===== config.mk =====
export PLATFORM = sky130hd
export DESIGN_NAME = neuron_accum_seq
export DESIGN_NICKNAME = d
export VERILOG_FILES = /design/src/rtl/neuron_accum_seq.sv
export SDC_FILE = /design/constraint.sdc
export NUM_CORES = 1
export LEC_CHECK = 0
export CORE_MARGIN = 2
export CORE_UTILIZATION = 51
export CTS_CLUSTER_SIZE = 30
export DETAILED_ROUTE_END_ITERATION = 7
export PLACE_DENSITY = 0.89
export SETUP_SLACK_MARGIN = 0.5
export SLEW_MARGIN = 20
export SYNTH_ARGS = -nofsm -noshare
export SYNTH_HDL_FRONTEND = slang
export SYNTH_SLANG_ARGS = --single-unit

===== constraint.sdc =====
create_clock -name clk -period 3.5 [get_ports clk]
set_input_delay 0.7 -clock clk [delete_from_list [all_inputs] [get_ports clk]]
set_output_delay 0.7 -clock clk [all_outputs]
set_load 0.005 [all_outputs]

===== src/rtl/neuron_accum_seq.sv =====
// rtl/neuron_accum_seq.sv - sequencing FSM for one neuron's FP32 accumulate-then-bias job
//
// Drives an external fixed-latency FP32 adder one add at a time: N_INPUTS
// product adds chained through the running sum, then one bias add.
//
// Ports:
//   clk, rstn              clock, asynchronous active-low reset
//   start, abort           job request (IDLE only) / synchronous cancel
//   bias                   FP32 bias, sampled on the accepted start
//   in_data/in_valid/in_ready/in_index   product stream and next-product index
//   add_opa/add_opb/add_go/add_result    external adder issue and result
//   out_data/out_valid/out_ready         pre-activation result stream
//   busy                   high whenever the FSM is not in IDLE
module neuron_accum_seq #(
    parameter int N_INPUTS    = 4,
    parameter int ADD_LATENCY = 6,
    parameter int INDEX_W     = 8
) (
    input  logic               clk,
    input  logic               rstn,
    input  logic               start,
    input  logic               abort,
    input  logic [31:0]        bias,
    input  logic [31:0]        in_data,
    input  logic               in_valid,
    output logic               in_ready,
    output logic [INDEX_W-1:0] in_index,
    output logic [31:0]        add_opa,
    output logic [31:0]        add_opb,
    output logic               add_go,
    input  logic [31:0]        add_result,
    output logic [31:0]        out_data,
    output logic               out_valid,
    input  logic               out_ready,
    output logic               busy
);

    typedef enum logic [2:0] {
        S_IDLE,
        S_FETCH,
        S_WAIT,
        S_BIAS,
        S_DONE
    } state_t;

    localparam int                 CNT_W    = $clog2(ADD_LATENCY + 1);
    localparam logic [CNT_W-1:0]   LAST_CNT = CNT_W'(ADD_LATENCY);
    localparam logic [INDEX_W-1:0] LAST_IDX = INDEX_W'(N_INPUTS - 1);

    state_t             r_state;
    logic [31:0]        r_acc;
    logic [31:0]        r_bias;
    logic [INDEX_W-1:0] r_idx;
    logic [CNT_W-1:0]   r_wait_cnt;
    logic               r_is_bias;
    logic               r_in_ready;
    logic [31:0]        r_add_opa;
    logic [31:0]        r_add_opb;
    logic               r_add_go;
    logic [31:0]        r_out_data;
    logic               r_out_valid;
    logic               r_busy;

    assign in_ready  = r_in_ready;
    assign in_index  = r_idx;
    assign add_opa   = r_add_opa;
    assign add_opb   = r_add_opb;
    assign add_go    = r_add_go;
    assign out_data  = r_out_data;
    assign out_valid = r_out_valid;
    assign busy      = r_busy;

    always_ff @(posedge clk or negedge rstn) begin
        if (!rstn) begin
            r_state     <= S_IDLE;
            r_acc       <= '0;
            r_bias      <= '0;
            r_idx       <= '0;
            r_wait_cnt  <= '0;
            r_is_bias   <= 1'b0;
            r_in_ready  <= 1'b0;
            r_add_opa   <= '0;
            r_add_opb   <= '0;
            r_add_go    <= 1'b0;
            r_out_data  <= '0;
            r_out_valid <= 1'b0;
            r_busy      <= 1'b0;
        end else begin
            // add_go is a single-cycle strobe; only the issuing states raise it.
            r_add_go <= 1'b0;
            if (abort && (r_state != S_IDLE)) begin
                // Any in-flight adder result is simply never captured.
                r_state     <= S_IDLE;
                r_in_ready  <= 1'b0;
                r_out_valid <= 1'b0;
                r_busy      <= 1'b0;
            end else begin
                case (r_state)
                    S_IDLE: begin
                        if (start && !abort) begin
                            r_acc      <= '0;
                            r_idx      <= '0;
                            r_bias     <= bias;
                            r_in_ready <= 1'b1;
                            r_busy     <= 1'b1;
                            r_state    <= S_FETCH;
                        end
                    end
                    S_FETCH: begin
                        if (in_valid) begin
                            r_add_opa  <= r_acc;
                            r_add_opb  <= in_data;
                            r_add_go   <= 1'b1;
                            r_wait_cnt <= '0;
                            r_is_bias  <= 1'b0;
                            r_in_ready <= 1'b0;
                            r_state    <= S_WAIT;
                        end
                    end
                    S_WAIT: begin
                        r_wait_cnt <= r_wait_cnt + CNT_W'(1);
                        // Counter is 0 in the add_go cycle, so it equals the
                        // latency exactly when add_result is valid.
                        if (r_wait_cnt == LAST_CNT) begin
                            r_acc <= add_result;
                            if (r_is_bias) begin
                                r_out_data  <= add_result;
                                r_out_valid <= 1'b1;
                                r_state     <= S_DONE;
                            end else if (r_idx == LAST_IDX) begin
                                r_state <= S_BIAS;
                            end else begin
                                r_idx      <= r_idx + INDEX_W'(1);
                                r_in_ready <= 1'b1;
                                r_state    <= S_FETCH;
                            end
                        end
                    end
                    S_BIAS: begin
                        r_add_opa  <= r_acc;
                        r_add_opb  <= r_bias;
                        r_add_go   <= 1'b1;
                        r_wait_cnt <= '0;
                        r_is_bias  <= 1'b1;
                        r_state    <= S_WAIT;
                    end
                    S_DONE: begin
                        if (out_ready) begin
                            r_out_valid <= 1'b0;
                            r_busy      <= 1'b0;
                            r_state     <= S_IDLE;
                        end
                    end
                    default: begin
                        r_state <= S_IDLE;
                    end
                endcase
            end
        end
    end

endmodule


==> metrics.txt <==
# TYPE chip_impl_metric gauge
chip_impl_metric{name="cts_sinks",unit=""} 179
chip_impl_info{name="timing.setup.critical_path_class",value="in2reg"} 1
chip_impl_metric{name="io_pins",unit=""} 210
chip_impl_metric{name="cts.repair_timing.setup_buffer_count",unit=""} 0
chip_impl_metric{name="globalRouteOverflowTotal",unit=""} 0
chip_impl_info{name="reg2reg_from",value="r_state[0]"} 1
chip_impl_metric{name="drt-pass1-iter-count",unit=""} 5
chip_impl_metric{name="routed_wl",unit="um"} 18500
chip_impl_metric{name="core-area",unit="sq mm"} 0.0139
chip_impl_info{name="synth.largest_area_cell",value="sky130_fd_sc_hd__dfrtp_1"} 1
chip_impl_metric{name="synthesis.instances",unit=""} 611
chip_impl_metric{name="cts_hold_buf",unit=""} 0
chip_impl_metric{name="globalRouteTotalUtil",unit="%"} 25.0
chip_impl_info{name="setup.worst_path.start_class",value="primary input"} 1
chip_impl_metric{name="finalPower",unit="mW"} 5.91
chip_impl_metric{name="final.setup.tns",unit="ns"} 0
chip_impl_info{name="ctsRootBufferMaster",value="sky130_fd_sc_hd__clkbuf_16"} 1
chip_impl_info{name="synth.area.top_cells",value="sky130_fd_sc_hd__dfrtp_1, sky130_fd_sc_hd__mux2_2, sky130_fd_sc_hd__nand2_1"} 1
chip_impl_metric{name="tightestPinTransition",unit="ns"} 0.702
chip_impl_metric{name="final_core_util",unit="%"} 72.5
chip_impl_metric{name="num-nets-final",unit=""} 918
chip_impl_metric{name="syn_nets",unit=""} 716
chip_impl_metric{name="synth.top_cell.area_share",unit="%"} 61.9
chip_impl_metric{name="peak_supply_drop",unit="mV"} 0.309
chip_impl_metric{name="finClkSkew",unit="ns"} 0.0124
chip_impl_metric{name="number_of_flops_mapped_to_enable_cells_by_yosys",unit=""} 0
chip_impl_metric{name="floorplan.die.width",unit="um"} 123
chip_impl_metric{name="drt_first_iter_violations",unit=""} 354
chip_impl_info{name="tritoncts",value="yes"} 1
chip_impl_metric{name="cts_inserted_buffers",unit=""} 17
chip_impl_metric{name="worst_hold_slack",unit="ns"} 0.286
chip_impl_metric{name="report.final.setup_viol",unit=""} 0
chip_impl_metric{name="dpl_worst_slack",unit="ns"} 0.801
chip_impl_metric{name="detail_route.vias_per_cell",unit=""} 5.55
chip_impl_info{name="end_kind",value="flop"} 1
chip_impl_metric{name="crit_arrival",unit="ns"} 2.58
chip_impl_metric{name="timing.reg2reg.setup_slack",unit="ns"} 1.25
chip_impl_metric{name="grt_max_degree",unit=""} 77
chip_impl_metric{name="grt_antenna_before_repair",unit=""} 0
chip_impl_metric{name="final-max-slew-violation-count",unit=""} 0
chip_impl_info{name="critical_path.startpoint",value="abort"} 1
chip_impl_metric{name="slew_headroom",unit="%"} 53.2
chip_impl_metric{name="stdcell_count",unit=""} 1006
chip_impl_metric{name="die_area",unit="sq mm"} 0.0152
chip_impl_metric{name="leakage",unit="nW"} 4.92
chip_impl_metric{name="initial_standard_cell_utilization_of_the_core",unit="%"} 52.2
chip_impl_metric{name="synth.yosys.seq_area_share",unit="%"} 61.9
chip_impl_metric{name="placement_rows",unit=""} 43
chip_impl_metric{name="per_cell_routed_wire_length",unit="um"} 18.4
chip_impl_info{name="timing.critical_path.cells",value="clkdlybuf4s50_1 -> or4b_4 -> a31o_1 -> nor4_1 -> mux2i_1"} 1
chip_impl_metric{name="worst_skew_pair.late_latency",unit="ns"} 0.42
chip_impl_metric{name="die_h",unit="um"} 123
chip_impl_metric{name="htree_levels",unit=""} 4
chip_impl_info{name="status",value="complete, no violations"} 1
chip_impl_metric{name="yosys_warnings",unit=""} 0
chip_impl_metric{name="critical_path_required",unit="ns"} 3.83
chip_impl_info{name="worst_hold_path_type",value="in2async"} 1
chip_impl_metric{name="cts.repair.resized",unit=""} 0
chip_impl_metric{name="placement.io_buffers",unit=""} 209
chip_impl_metric{name="area_growth_syn_to_layout",unit="%"} 38.9
chip_impl_metric{name="cts_buffer_depth",unit=""} 2
chip_impl_info{name="dominant_cell_by_count_in_the_synthesized_netlist",value="sky130_fd_sc_hd__dfrtp_1"} 1
chip_impl_metric{name="remaining_drc_errors",unit=""} 0
chip_impl_info{name="grt_setup_unrepaired",value="false"} 1
chip_impl_metric{name="clkSlewWorstSetupHoldPaths",unit="ns"} 0.06
chip_impl_metric{name="grt_pass1_wl",unit="um"} 29100
chip_impl_metric{name="cp_slowest_stage_delay",unit="ns"} 0.52
chip_impl_metric{name="critical_path.n_buffers_inverters",unit=""} 1
chip_impl_metric{name="layout_min_cycle_time",unit="ns"} 2.26
chip_impl_metric{name="synth_async_sr_flop_share",unit="%"} 100
chip_impl_metric{name="synth_area_per_cell",unit="sq um"} 11.9
chip_impl_metric{name="post-route-cell-area",unit="sq mm"} 0.0101
chip_impl_metric{name="detailed_place.area",unit="sq mm"} 0.00949
chip_impl_metric{name="drive_gt1_share",unit="%"} 13.8
chip_impl_metric{name="yosys.cell_types.count",unit=""} 42
chip_impl_info{name="synth_top_cells_by_count",value="sky130_fd_sc_hd__dfrtp_1, sky130_fd_sc_hd__nand2_1, sky130_fd_sc_hd__mux2_2"} 1
chip_impl_info{name="cp_top_family",value="simple AND/OR/NAND/NOR gates"} 1
chip_impl_info{name="slowest_stage",value="sky130_fd_sc_hd__or4b_4"} 1
chip_impl_metric{name="power_dens_cells",unit="mW/mm^2"} 587
chip_impl_metric{name="fmax",unit="MHz"} 443
chip_impl_metric{name="num_antenna_cells",unit=""} 0
chip_impl_metric{name="fin_ws",unit="ns"} 1.24
chip_impl_metric{name="antenna_left",unit=""} 0
chip_impl_info{name="synth_flop_cell",value="sky130_fd_sc_hd__dfrtp_1"} 1
chip_impl_metric{name="dp.final_hpwl",unit="um"} 12800
chip_impl_metric{name="synth_seq_cells",unit=""} 179
chip_impl_metric{name="crit_path_max_fanout",unit=""} 10
chip_impl_metric{name="dp.cells",unit=""} 974
chip_impl_metric{name="max-cap-violations",unit=""} 0
chip_impl_metric{name="num_vias",unit=""} 5588
chip_impl_metric{name="hold_viol",unit=""} 0
chip_impl_metric{name="syn-cell-area",unit="sq mm"} 0.00724
chip_impl_metric{name="gp_congestion",unit=""} 0.921
chip_impl_metric{name="timing.final.crit_share",unit="%"} 64.5
chip_impl_metric{name="grt_pass1_vias",unit=""} 5746
-- cell families after synthesis --
group / count (synthesis) / share of synthesized area, %
and+or+nand+nor: 188 / 11.0
adders and majority gates: 3 / 0.518
DFF: 179 / 61.9
AOI/OAI and AO/OA: 98 / 9.16
muxes: 100 / 14.9
buffers and inverters: 43 / 2.49
-- sequential cells by signal, indices dropped and copies added (netlist names) --
register    count
add_opa        32
add_opb        32
out_data       32
r_acc          32
r_bias         32
in_index        8
r_state         3
r_wait_cnt      3
add_go          1
busy            1
in_ready        1
out_valid       1
r_is_bias       1
-- layout by cell type, fill, tap and decap left out, types with 4 or more instances in the layout --
master / Yosys / routed
sky130_fd_sc_hd__o211ai_1: 4 / 4
sky130_fd_sc_hd__clkbuf_16: 0 / 17
sky130_fd_sc_hd__a21oi_1: 7 / 7
sky130_fd_sc_hd__mux2i_1: 35 / 35
sky130_fd_sc_hd__inv_6: 0 / 4
sky130_fd_sc_hd__a22o_1: 32 / 32
sky130_fd_sc_hd__nand2_1: 144 / 144
sky130_fd_sc_hd__o31ai_1: 4 / 4
sky130_fd_sc_hd__buf_4: 1 / 13
sky130_fd_sc_hd__nor2_1: 10 / 10
sky130_fd_sc_hd__o21ai_0: 41 / 41
sky130_fd_sc_hd__inv_1: 4 / 4
sky130_fd_sc_hd__dfrtp_1: 179 / 179
sky130_fd_sc_hd__mux2_2: 65 / 65
sky130_fd_sc_hd__nor3_1: 5 / 5
sky130_fd_sc_hd__nand3_1: 6 / 6
sky130_fd_sc_hd__clkdlybuf4s50_1: 0 / 208
-- cell type report --
class	count	area, sq um
clock buffer	19	443
clock inverter	13	124
fill	897	3820
inverter	4	15.0
multi-input combinational	389	2580
sequential	179	4480
tap	180	225
timing repair buffer	222	2190
-- where the power goes --
part | total [mW] | internal [mW] | leakage [nW] | switching (mW)
Sequential | 2.74 | 2.46 | 2.40 | 0.278
Clock | 1.81 | 1.01 | 0.271 | 0.801
Combinational | 1.36 | 0.707 | 2.25 | 0.655
Total | 5.91 | 4.17 | 4.92 | 1.73
-- path summary, 6_finish.rpt --
path / endpoint / cells after the start
min reg2reg: r_bias[23] / 2
min in group clk: r_bias[23] / 2
max: in_index[7] / 5
max in group asynchronous: out_data[24] / 2
min: add_opb[13] / 1
max reg2reg: in_index[7] / 4
-- routing by layer --
layer / share of wire (%) / up-vias / global-route usage [%]
met2: 47 / 266 / 40.4
met4: 1.3 / 0 / 8.10
met3: 10 / 20 / 8.58
met5: 0 / - / 0
li1: - / 2541 / -
met1: 41 / 2761 / 31.7
No activity file was read; power rests on OpenSTA's default activity.
